===== src/rtl/mc_ctrl_if.sv =====
// mc_ctrl_if: unified instruction/data memory handshake between the control
// sequencer (master) and the memory port (slave).
//   mem_req   master->slave  request, held until mem_ready
//   mem_we    master->slave  write qualifier for mem_req
//   mem_ready slave->master  memory completes the current request this cycle
interface mc_ctrl_if;
  logic mem_req;
  logic mem_we;
  logic mem_ready;

  modport master (
    output mem_req,
    output mem_we,
    input  mem_ready
  );

  modport slave (
    input  mem_req,
    input  mem_we,
    output mem_ready
  );
endinterface


===== src/rtl/mc_ctrl.sv =====
// mc_ctrl: multi-cycle RV32I control sequencer.
// Steps each instruction through FETCH, DECODE, EXEC, MEM and WB and drives
// every datapath strobe. Outputs are combinational from the state register
// plus the current decoder fields, ALU flags and mem_ready.
//   clk, rst          clock; synchronous active-high reset
//   opcode/funct3/funct7  decoder fields (valid from DECODE onward, IR is stable)
//   zero, lt, ltu     ALU comparison flags for branch resolution
//   mem               memory handshake (mc_ctrl_if.master)
//   ir_we             load IR from memory read data
//   pc_we, pc_sel     PC commit and source select (0 pc+4, 1 pc+imm, 2 ALU&~1)
//   alu_a_sel, alu_b_sel, alu_op  ALU operand/op selects
//   rf_we, wb_sel     register-file write enable and source (0 ALU, 1 mem, 2 pc+4)
//   state             current sequencer state
//   illegal           sticky flag for an unsupported encoding
module mc_ctrl (
  input  logic            clk,
  input  logic            rst,
  input  logic [6:0]      opcode,
  input  logic [2:0]      funct3,
  input  logic [6:0]      funct7,
  input  logic            zero,
  input  logic            lt,
  input  logic            ltu,
  mc_ctrl_if.master       mem,
  output logic            ir_we,
  output logic            pc_we,
  output logic [1:0]      pc_sel,
  output logic            alu_a_sel,
  output logic            alu_b_sel,
  output logic [3:0]      alu_op,
  output logic            rf_we,
  output logic [1:0]      wb_sel,
  output logic [2:0]      state,
  output logic            illegal
);

  typedef enum logic [2:0] {
    S_FETCH  = 3'd0,
    S_DECODE = 3'd1,
    S_EXEC   = 3'd2,
    S_MEM    = 3'd3,
    S_WB     = 3'd4,
    S_TRAP   = 3'd7
  } state_t;

  typedef enum logic [3:0] {
    OP_ADD   = 4'd0,
    OP_SUB   = 4'd1,
    OP_SLL   = 4'd2,
    OP_SLT   = 4'd3,
    OP_SLTU  = 4'd4,
    OP_XOR   = 4'd5,
    OP_SRL   = 4'd6,
    OP_SRA   = 4'd7,
    OP_OR    = 4'd8,
    OP_AND   = 4'd9,
    OP_PASSB = 4'd10
  } alu_op_t;

  localparam logic [6:0] OPC_R      = 7'b0110011;
  localparam logic [6:0] OPC_I      = 7'b0010011;
  localparam logic [6:0] OPC_LOAD   = 7'b0000011;
  localparam logic [6:0] OPC_STORE  = 7'b0100011;
  localparam logic [6:0] OPC_BRANCH = 7'b1100011;
  localparam logic [6:0] OPC_LUI    = 7'b0110111;
  localparam logic [6:0] OPC_JAL    = 7'b1101111;
  localparam logic [6:0] OPC_JALR   = 7'b1100111;

  localparam logic [1:0] PC_PLUS4 = 2'd0;
  localparam logic [1:0] PC_IMM   = 2'd1;
  localparam logic [1:0] PC_ALU   = 2'd2;

  localparam logic [1:0] WB_ALU   = 2'd0;
  localparam logic [1:0] WB_MEM   = 2'd1;
  localparam logic [1:0] WB_PC4   = 2'd2;

  state_t  state_q, state_n;
  logic    illegal_q;

  // Instruction class, decoded straight from the IR fields. IR only changes
  // on ir_we in FETCH, so these stay valid through EXEC, MEM and WB.
  logic is_r, is_i, is_ld, is_st, is_br, is_lui, is_jal, is_jalr;
  logic legal;
  logic br_taken, br_bad;

  always_comb begin
    is_r    = (opcode == OPC_R);
    is_i    = (opcode == OPC_I);
    is_ld   = (opcode == OPC_LOAD);
    is_st   = (opcode == OPC_STORE);
    is_br   = (opcode == OPC_BRANCH);
    is_lui  = (opcode == OPC_LUI);
    is_jal  = (opcode == OPC_JAL);
    is_jalr = (opcode == OPC_JALR);

    legal = is_r | is_i | is_ld | is_st | is_br | is_lui | is_jal | is_jalr;
    if (is_r) begin
      if ((funct7 != 7'b0000000) && (funct7 != 7'b0100000))
        legal = 1'b0;
      else if ((funct7 == 7'b0100000) && (funct3 != 3'b000) && (funct3 != 3'b101))
        legal = 1'b0;
    end
  end

  // Branch condition; funct3 010/011 are reserved and trap in EXEC.
  always_comb begin
    br_taken = 1'b0;
    br_bad   = 1'b0;
    case (funct3)
      3'b000:  br_taken = zero;
      3'b001:  br_taken = ~zero;
      3'b100:  br_taken = lt;
      3'b101:  br_taken = ~lt;
      3'b110:  br_taken = ltu;
      3'b111:  br_taken = ~ltu;
      default: br_bad   = 1'b1;
    endcase
  end

  function automatic alu_op_t alu_fn(input logic [2:0] f3, input logic alt);
    alu_op_t r;
    case (f3)
      3'b000:  r = alt ? OP_SUB : OP_ADD;
      3'b001:  r = OP_SLL;
      3'b010:  r = OP_SLT;
      3'b011:  r = OP_SLTU;
      3'b100:  r = OP_XOR;
      3'b101:  r = alt ? OP_SRA : OP_SRL;
      3'b110:  r = OP_OR;
      default: r = OP_AND;
    endcase
    return r;
  endfunction

  always_ff @(posedge clk) begin
    if (rst) begin
      state_q   <= S_FETCH;
      illegal_q <= 1'b0;
    end else begin
      state_q <= state_n;
      if (state_n == S_TRAP)
        illegal_q <= 1'b1;
    end
  end

  logic    req_c, we_c, ir_we_c, pc_we_c, a_sel_c, b_sel_c, rf_we_c;
  logic [1:0] pc_sel_c, wb_sel_c;
  alu_op_t op_c;

  always_comb begin
    state_n  = state_q;
    req_c    = 1'b0;
    we_c     = 1'b0;
    ir_we_c  = 1'b0;
    pc_we_c  = 1'b0;
    pc_sel_c = PC_PLUS4;
    a_sel_c  = 1'b0;
    b_sel_c  = 1'b0;
    op_c     = OP_ADD;
    rf_we_c  = 1'b0;
    wb_sel_c = WB_ALU;

    case (state_q)
      S_FETCH: begin
        req_c = 1'b1;
        if (mem.mem_ready) begin
          ir_we_c = 1'b1;
          state_n = S_DECODE;
        end
      end

      S_DECODE: state_n = legal ? S_EXEC : S_TRAP;

      S_EXEC: begin
        if (is_r) begin
          op_c    = alu_fn(funct3, funct7[5]);
          state_n = S_WB;
        end else if (is_i) begin
          // Only the shift-right immediate uses funct7[5]; elsewhere those
          // bits are immediate data.
          b_sel_c = 1'b1;
          op_c    = alu_fn(funct3, funct7[5] & (funct3 == 3'b101));
          state_n = S_WB;
        end else if (is_lui) begin
          b_sel_c = 1'b1;
          op_c    = OP_PASSB;
          state_n = S_WB;
        end else if (is_ld || is_st) begin
          b_sel_c = 1'b1;
          state_n = S_MEM;
        end else if (is_br) begin
          op_c = OP_SUB;
          if (br_bad) begin
            state_n = S_TRAP;
          end else begin
            pc_we_c  = 1'b1;
            pc_sel_c = br_taken ? PC_IMM : PC_PLUS4;
            state_n  = S_FETCH;
          end
        end else if (is_jal) begin
          rf_we_c  = 1'b1;
          wb_sel_c = WB_PC4;
          pc_we_c  = 1'b1;
          pc_sel_c = PC_IMM;
          state_n  = S_FETCH;
        end else if (is_jalr) begin
          b_sel_c  = 1'b1;
          rf_we_c  = 1'b1;
          wb_sel_c = WB_PC4;
          pc_we_c  = 1'b1;
          pc_sel_c = PC_ALU;
          state_n  = S_FETCH;
        end else begin
          state_n = S_TRAP;
        end
      end

      S_MEM: begin
        // Address operands stay selected for the whole access.
        req_c   = 1'b1;
        we_c    = is_st;
        b_sel_c = 1'b1;
        if (mem.mem_ready) begin
          if (is_st) begin
            pc_we_c = 1'b1;
            state_n = S_FETCH;
          end else begin
            state_n = S_WB;
          end
        end
      end

      S_WB: begin
        rf_we_c  = 1'b1;
        wb_sel_c = is_ld ? WB_MEM : WB_ALU;
        pc_we_c  = 1'b1;
        state_n  = S_FETCH;
      end

      S_TRAP: state_n = S_TRAP;

      default: state_n = S_TRAP;
    endcase

    // Reset abandons any access in flight: no request, no IR load, no commit.
    if (rst) begin
      req_c    = 1'b0;
      we_c     = 1'b0;
      ir_we_c  = 1'b0;
      pc_we_c  = 1'b0;
      pc_sel_c = PC_PLUS4;
      a_sel_c  = 1'b0;
      b_sel_c  = 1'b0;
      op_c     = OP_ADD;
      rf_we_c  = 1'b0;
      wb_sel_c = WB_ALU;
    end
  end

  assign mem.mem_req = req_c;
  assign mem.mem_we  = we_c;
  assign ir_we       = ir_we_c;
  assign pc_we       = pc_we_c;
  assign pc_sel      = pc_sel_c;
  assign alu_a_sel   = a_sel_c;
  assign alu_b_sel   = b_sel_c;
  assign alu_op      = op_c;
  assign rf_we       = rf_we_c;
  assign wb_sel      = wb_sel_c;
  assign state       = state_q;
  assign illegal     = illegal_q;

endmodule


===== src/flat_wrapper.sv =====
// flat-port wrapper written by rule: the top's interface ports become plain ports
module mc_ctrl_flat 
  (clk, rst, opcode, funct3, funct7, zero, lt, ltu, ir_we, pc_we, pc_sel, alu_a_sel, alu_b_sel, alu_op, rf_we, wb_sel, state, illegal, mem_mem_req, mem_mem_we, mem_mem_ready);
  mc_ctrl_if mem_i ();
  input  logic clk;
  input  logic rst;
  input  logic [6:0] opcode;
  input  logic [2:0] funct3;
  input  logic [6:0] funct7;
  input  logic zero;
  input  logic lt;
  input  logic ltu;
  output logic ir_we;
  output logic pc_we;
  output logic [1:0] pc_sel;
  output logic alu_a_sel;
  output logic alu_b_sel;
  output logic [3:0] alu_op;
  output logic rf_we;
  output logic [1:0] wb_sel;
  output logic [2:0] state;
  output logic illegal;
  output wire logic [$bits(mem_i.mem_req)-1:0] mem_mem_req;
  output wire logic [$bits(mem_i.mem_we)-1:0] mem_mem_we;
  input wire logic [$bits(mem_i.mem_ready)-1:0] mem_mem_ready;
  assign mem_mem_req = mem_i.mem_req;
  assign mem_mem_we = mem_i.mem_we;
  assign mem_i.mem_ready = mem_mem_ready;
  mc_ctrl u_core (.clk(clk), .rst(rst), .opcode(opcode), .funct3(funct3), .funct7(funct7), .zero(zero), .lt(lt), .ltu(ltu), .mem(mem_i), .ir_we(ir_we), .pc_we(pc_we), .pc_sel(pc_sel), .alu_a_sel(alu_a_sel), .alu_b_sel(alu_b_sel), .alu_op(alu_op), .rf_we(rf_we), .wb_sel(wb_sel), .state(state), .illegal(illegal));
endmodule

===== config.mk =====
export PLATFORM = sky130hd
export DESIGN_NAME = mc_ctrl_flat
export DESIGN_NICKNAME = d
export VERILOG_FILES = /design/src/rtl/mc_ctrl_if.sv /design/src/rtl/mc_ctrl.sv /design/src/flat_wrapper.sv
export SDC_FILE = /design/constraint.sdc
export NUM_CORES = 1
export LEC_CHECK = 0
export CORE_UTILIZATION = 42
export DETAILED_ROUTE_END_ITERATION = 10
export PLACE_DENSITY = 0.88
export SKIP_LAST_GASP = 1
export SLEW_MARGIN = 20
export SYNTH_ARGS = -nofsm -noshare
export SYNTH_HDL_FRONTEND = slang
export SYNTH_SLANG_ARGS = --single-unit

===== constraint.sdc =====
create_clock -name clk -period 2.3 [get_ports clk]
set_input_delay 0.46 -clock clk [delete_from_list [all_inputs] [get_ports clk]]
set_output_delay 0.46 -clock clk [all_outputs]
set_load 0.05 [all_outputs]

=== Word level (Yosys, flattened, before mapping) ===
Cells that the tools add are included.

* Order comparisons: 0
* Multiplexer cells: 84
* Add/sub/neg operators: 0
* $mul: 0
* Reduce and logical (&&, ||, !) cells: 10
* Bitwise operators: 11
* Div/mod/pow operators: 0
* Equal/unequal tests: 23
* Shifts and indexed selects: 0

{| class="wikitable"
|+ Operators with widths
! kind !! number
|-
| 4-bit one-hot mux with 7 select lines || 2
|-
| 1-bit two-way mux || 41
|-
| 3-bit two-way mux || 12
|-
| 2-bit two-way mux || 17
|-
| 7-bit by 6-bit == test with 1-bit output (second input constant) || 4
|-
| 4-bit two-way mux || 6
|-
| 7-bit == test (second input constant) || 3
|-
| 3-bit == test (second input constant) || 6
|-
| 3-bit one-hot mux with 5 select lines || 1
|-
| 3-bit by 2-bit == test with 1-bit output (second input constant) || 4
|-
| 7-bit by 2-bit == test with 1-bit output (second input constant) || 1
|-
| 7-bit by 5-bit == test with 1-bit output (second input constant) || 1
|-
| 7-bit by 6-bit inequality test with 1-bit output (second input constant) || 1
|-
| 1-bit bitwise OR || 7
|-
| 7-bit nonzero test || 1
|-
| 3-bit by 1-bit == test with 1-bit output (second input constant) || 2
|-
| 3-bit logical NOT || 2
|-
| 1-bit one-hot mux with 6 select lines || 1
|-
| 6-bit OR reduction || 1
|-
| 1-bit one-hot mux with 2 select lines || 2
|-
| 2-bit one-hot mux with 2 select lines || 1
|-
| 1-bit logical AND || 3
|-
| 3-bit inequality test (second input constant) || 1
|-
| 1-bit inverter || 3
|-
| other kinds (5) || 5
|}

* Memories: 0
* Bits in writable memories: 0
* Flip-flop bits (word level): 4
* Input bits: 23
* Bits in read-only memories: 0
* Word-level logic and storage cells: 130
* Latch bits: 0

=== Logic depth before layout (Yosys ltp) ===
* Depth in word-level cells: 14
* Depth in mapped cells: 6
* Depth with buffers taken out: 5

=== Least setup slack after synthesis ===
Ideal clock, no wire load.

* Kind: in2out
* From: in opcode[3]
* To: out wb_sel[0]
* Path slack: -773 ps
* Arrival: 2613 ps
* Stages: 3
* Path buffers: 0
* Cell sequence: nand4bb_4 -> or3_1 -> nor4bb_1

* Word-level cells in the longest chain between the ends: 9
* Elaborated cells between the ends (all ways): 17
* Classes of those cells: eq/ne: 7; mux: 9; reduce/logical: 1

{| class="wikitable"
|+ RTL lines
! item !! RTL line !! source
|-
| start: declaration || flat_wrapper.sv:7 || <nowiki>input logic [6:0] opcode;</nowiki>
|-
| 7-bit == test || mc_ctrl.sv:93 || <nowiki>is_jal = (opcode == OPC_JAL);</nowiki>
|-
| 2-bit two-way mux || mc_ctrl.sv:200 || <nowiki>end else if (is_jal) begin</nowiki>
|-
| 2-bit two-way mux || mc_ctrl.sv:191 || <nowiki>end else if (is_br) begin</nowiki>
|-
| 2-bit two-way mux || mc_ctrl.sv:188 || <nowiki>end else if (is_ld || is_st) begin</nowiki>
|-
| 2-bit two-way mux || mc_ctrl.sv:184 || <nowiki>end else if (is_lui) begin</nowiki>
|-
| 2-bit two-way mux || mc_ctrl.sv:178 || <nowiki>end else if (is_i) begin</nowiki>
|-
| 2-bit two-way mux || mc_ctrl.sv:175 || <nowiki>if (is_r) begin</nowiki>
|-
| 2-bit one-hot mux with 2 select lines * || mc_ctrl.sv:163 || <nowiki>case (state_q)</nowiki>
|-
| 2-bit two-way mux * || mc_ctrl.sv:246 || <nowiki>if (rst) begin</nowiki>
|-
| end: declaration || flat_wrapper.sv:20 || <nowiki>output logic [1:0] wb_sel;</nowiki>
|}

Mark *: on every way between the ends. The rest lies on a longest branch, timed or not.

=== Worst setup path after layout ===
* From: in rst
* To: out pc_sel[1]

* Word-level cells in the longest chain between the ends: 1

{| class="wikitable"
|+ RTL lines
! item !! RTL line !! source
|-
| start: declaration || flat_wrapper.sv:6 || <nowiki>input logic rst;</nowiki>
|-
| 2-bit two-way mux || mc_ctrl.sv:246 ||
|-
| end: declaration || flat_wrapper.sv:15 || <nowiki>output logic [1:0] pc_sel;</nowiki>
|}

No other way between the ends.

==> flow_metrics.py <==
metrics = {
    "status": {
        "status": "complete, but fails checks",
        "violations": "negative setup slack",
    },
    "setup_path": {
        "worst_r2r_path_depth": 5,
        "critPathLaunchType": "primary input",
        "cp_max_fo": 4,
        "arrival_ns": 1.87,
        "end_kind": "primary output",
        "slowest_delay_ns": 0.48,
        "path_class": "in -> out",
        "cp_slowest_cell": "or3_1",
        "reg2reg_to": "u_core.illegal",
        "r2r_slack_ns": 0.75,
        "critPathRequiredTime_ns": 1.84,
        "path_cells": "clkdlybuf4s50_1 > or3_1 > nor3_4 > buf_12",
        "r2r-start": "u_core.state[2]",
    },
    "timing": {
        "setup_ws_ns": -0.0298,
        "layout_min_cycle_time_ns": 2.33,
        "finalCritPeriodShare": 1.01,
        "clock.fmax_mhz": 429,
        "worst_pin_slew_ns": 0.537,
        "setup_viol": 2,
        "finalMaxSlewViolations": 0,
        "finalHoldViolCount": 0,
        "clock-skew-final_ns": 0.00928,
        "fin_hold_ws_ns": 0.584,
        "setup_tns_ns": -0.0596,
        "rsz0062_at_grt": "yes",
        "slew_headroom": 0.642,
    },
    "power_and_ir_drop": {
        "clkPwrFrac": 0.094,
        "power.density_nw_per_um2": 672,
        "combPwrFrac": 0.718,
        "pwr-share-seq": 0.187,
        "sw_frac_of_total": 0.559,
        "leakagePower_nw": 0.702,
        "power.total_w": 0.00109,
        "intPower_w": 0.000482,
        "vdd.ir_drop.worst_mv": 0.714,
        "switchingPower_w": 0.000612,
    },
    "detailed_routing": {
        "ant_nets": 0,
        "wl_um": 4560,
        "vias": 1443,
        "vias_per_cell": 6.90,
        "dr.first_iter.drc_count": 139,
        "wl_per_cell_um": 21.8,
        "drc": 0,
        "first_pass_iters": 6,
    },
    "logic_synthesis": {
        "syn_inst": 121,
        "netlist.area_leader.share": 0.0994,
        "ys_seq_area_frac": 0.0994,
        "synthTopCellsByCount": "15 x nor2_1, 12 x nand2_1, 9 x a21oi_1, 9 x nor3_1, 5 x nand2b_1",
        "synthArstFlopShare": 0,
        "synth_fp_nets": 144,
        "synth_area_leader_cell": "dfxtp_1",
        "synth_area_sq_um": 806,
        "ys_warn_count": 0,
        "synthTopCellsByArea": "dfxtp_1 9.9%, nor2_1 7.0%, a21oi_1 5.6%",
        "synth_edf_count": 0,
        "ys.flop_type": "dfxtp_1",
        "ys_ff_latch": 4,
        "synth_cell_type_count": 47,
        "synth.avg_cell_area_sq_um": 6.66,
        "synth_most_common_cell": "nor2_1",
    },
    "placed_design": {
        "place.gp.congestion": 0.901,
        "placed_area_sq_um": 1560,
        "port_buffers": 40,
        "dp.cells": 205,
        "place_hpwl_um": 2800,
    },
    "cts": {
        "cts_buffers": 3,
        "ctsLongestPathBuffers": 2,
        "cts-root-buf": "clkbuf_4",
        "cts_max_level": 1,
        "ctsHoldBuffers": 0,
        "cts_sinks": 4,
        "path_clk_slew_ns": 0.04,
        "cts_tree": "built",
        "clock_latency_ns": 0.26,
    },
    "global_route": {
        "grt_max_degree": 15,
        "grt_pass1_wl_um": 6490,
        "grt_overflow": 0,
        "antenna_found_initial": 0,
        "first_global_vias": 1341,
        "track_usage": 0.431,
    },
    "layout": {
        "fin_nets": 209,
        "diodes": 0,
        "nFillCells": 71,
        "layout.cells.non_filler": 209,
        "drive_above_1_share": 0.413,
        "area_growth_pct": 102,
        "design_area_sq_um": 1630,
    },
    "min_path": {
        "min_path_type": "reg -> reg",
        "hold_end": "u_core.illegal",
        "whs_path_depth": 2,
        "worstHoldStart": "u_core.illegal",
    },
    "die": {
        "core-area_sq_um": 1760,
        "rows": 15,
        "fp.dieW_um": 45.8,
        "die_h_um": 45.8,
        "start_util": 0.457,
        "io_pins": 42,
        "die-area_sq_um": 2100,
    },
    "flow_run": {
        "maxCapViolations": 0,
    },
}
==> logic make-up (layout without fill, tap and decap cells) <==
family / after synthesis / count (layout) / synth area share
simple gates: 66 / 66 / 0.471
compound gates: 31 / 31 / 0.248
buf+inv: 12 / 75 / 0.0932
xor+xnor: 4 / 4 / 0.0435
flops: 4 / 4 / 0.0994
mux: 3 / 3 / 0.0404
other cells: 1 / 1 / 0.00465
==> layout make-up <==
class	instances	area [sq um]	share of cell area
clock buffer	3	22.5	0.0138
inverter	4	15.0	0.00922
multi-input combinational	105	739	0.454
sequential	4	82.6	0.0507
tap	25	31.3	0.0192
timing repair buffer	68	737	0.453
==> worst max path at each step <==
stage | startpoint | to | slack [ns] | depth (start not counted)
6_report | rst | pc_sel[1] | -0.03 | 4
5_1_grt | funct3[0] | alu_op[0] | -0.06 | 7
4_1_cts | opcode[3] | wb_sel[0] | -0.05 | 6
3_5_place_dp | opcode[3] | wb_sel[0] | -0.38 | 6
3_3_place_gp | opcode[3] | wb_sel[0] | -0.26 | 6
2_1_floorplan | opcode[3] | wb_sel[0] | -0.28 | 3
==> critical path: cells and delay by family <==
family | cells | cell delay (ns)
simple gates | 2 | 0.78
buf+inv | 2 | 0.62
==> repair_timing <==
item / in CTS / in global routing
setup buffers: 0 / 1
resized for setup: 25 / 24
pin swaps: 7 / 13
endpoints found under the setup margin: 12 / 10
==> layer usage <==
layer  up-vias  global-route usage  routed length (um)
li1        568                   -                   -
met2       140               0.754                2130
met3        60              0.0794                 486
met1       675               0.512                1570
met5         -                   0                   0
met4         0               0.176                 384
==> registers in the layout (all words and copies together) (netlist names) <==
name / count
u_core.illegal: 1
u_core.state: 3
==> through the flow <==
step | setup slack (ns) | utilization
global route | -0.0594 | 0.923
finish | -0.0298 | 0.923
detailed placement | -0.378 | 0.882
global placement | -0.257 | 0.882
CTS | -0.0456 | 0.915
floorplan | -0.275 | -
==> cells in the final DEF, fill, tap and decap left out, drive strengths merged, types with 2 or more instances in the layout <==
| cell type | count |
|---|---|
| or3 | 3 |
| xnor2 | 2 |
| a211oi | 3 |
| clkbuf | 10 |
| or2 | 2 |
| inv | 4 |
| clkdlybuf4s15 | 2 |
| clkdlybuf4s50 | 13 |
| and3 | 3 |
| nand3b | 3 |
| nand2 | 12 |
| a22oi | 3 |
| buf | 42 |
| nand2b | 6 |
| and2b | 2 |
| a31oi | 2 |
| dlymetal6s2s | 3 |
| o32ai | 2 |
| mux2 | 2 |
| nor3 | 10 |
| a21oi | 9 |
| nor2 | 16 |
| xor2 | 2 |
| dfxtp | 4 |
| o21ai | 6 |
| nor2b | 2 |
==> power by group through the flow <==
stage	sequential [W]	combinational (W)	clock [W]
6_report	0.000205	0.000786	0.000103
3_5_place_dp	0.000181	0.000719	0
3_3_place_gp	0.000178	0.000690	0
2_1_floorplan	0.000235	0.000393	0
4_1_cts	0.000188	0.000745	0.0000951
5_1_grt	0.000206	0.000816	0.000103
Note: power is estimated with default switching activity, not from simulation.
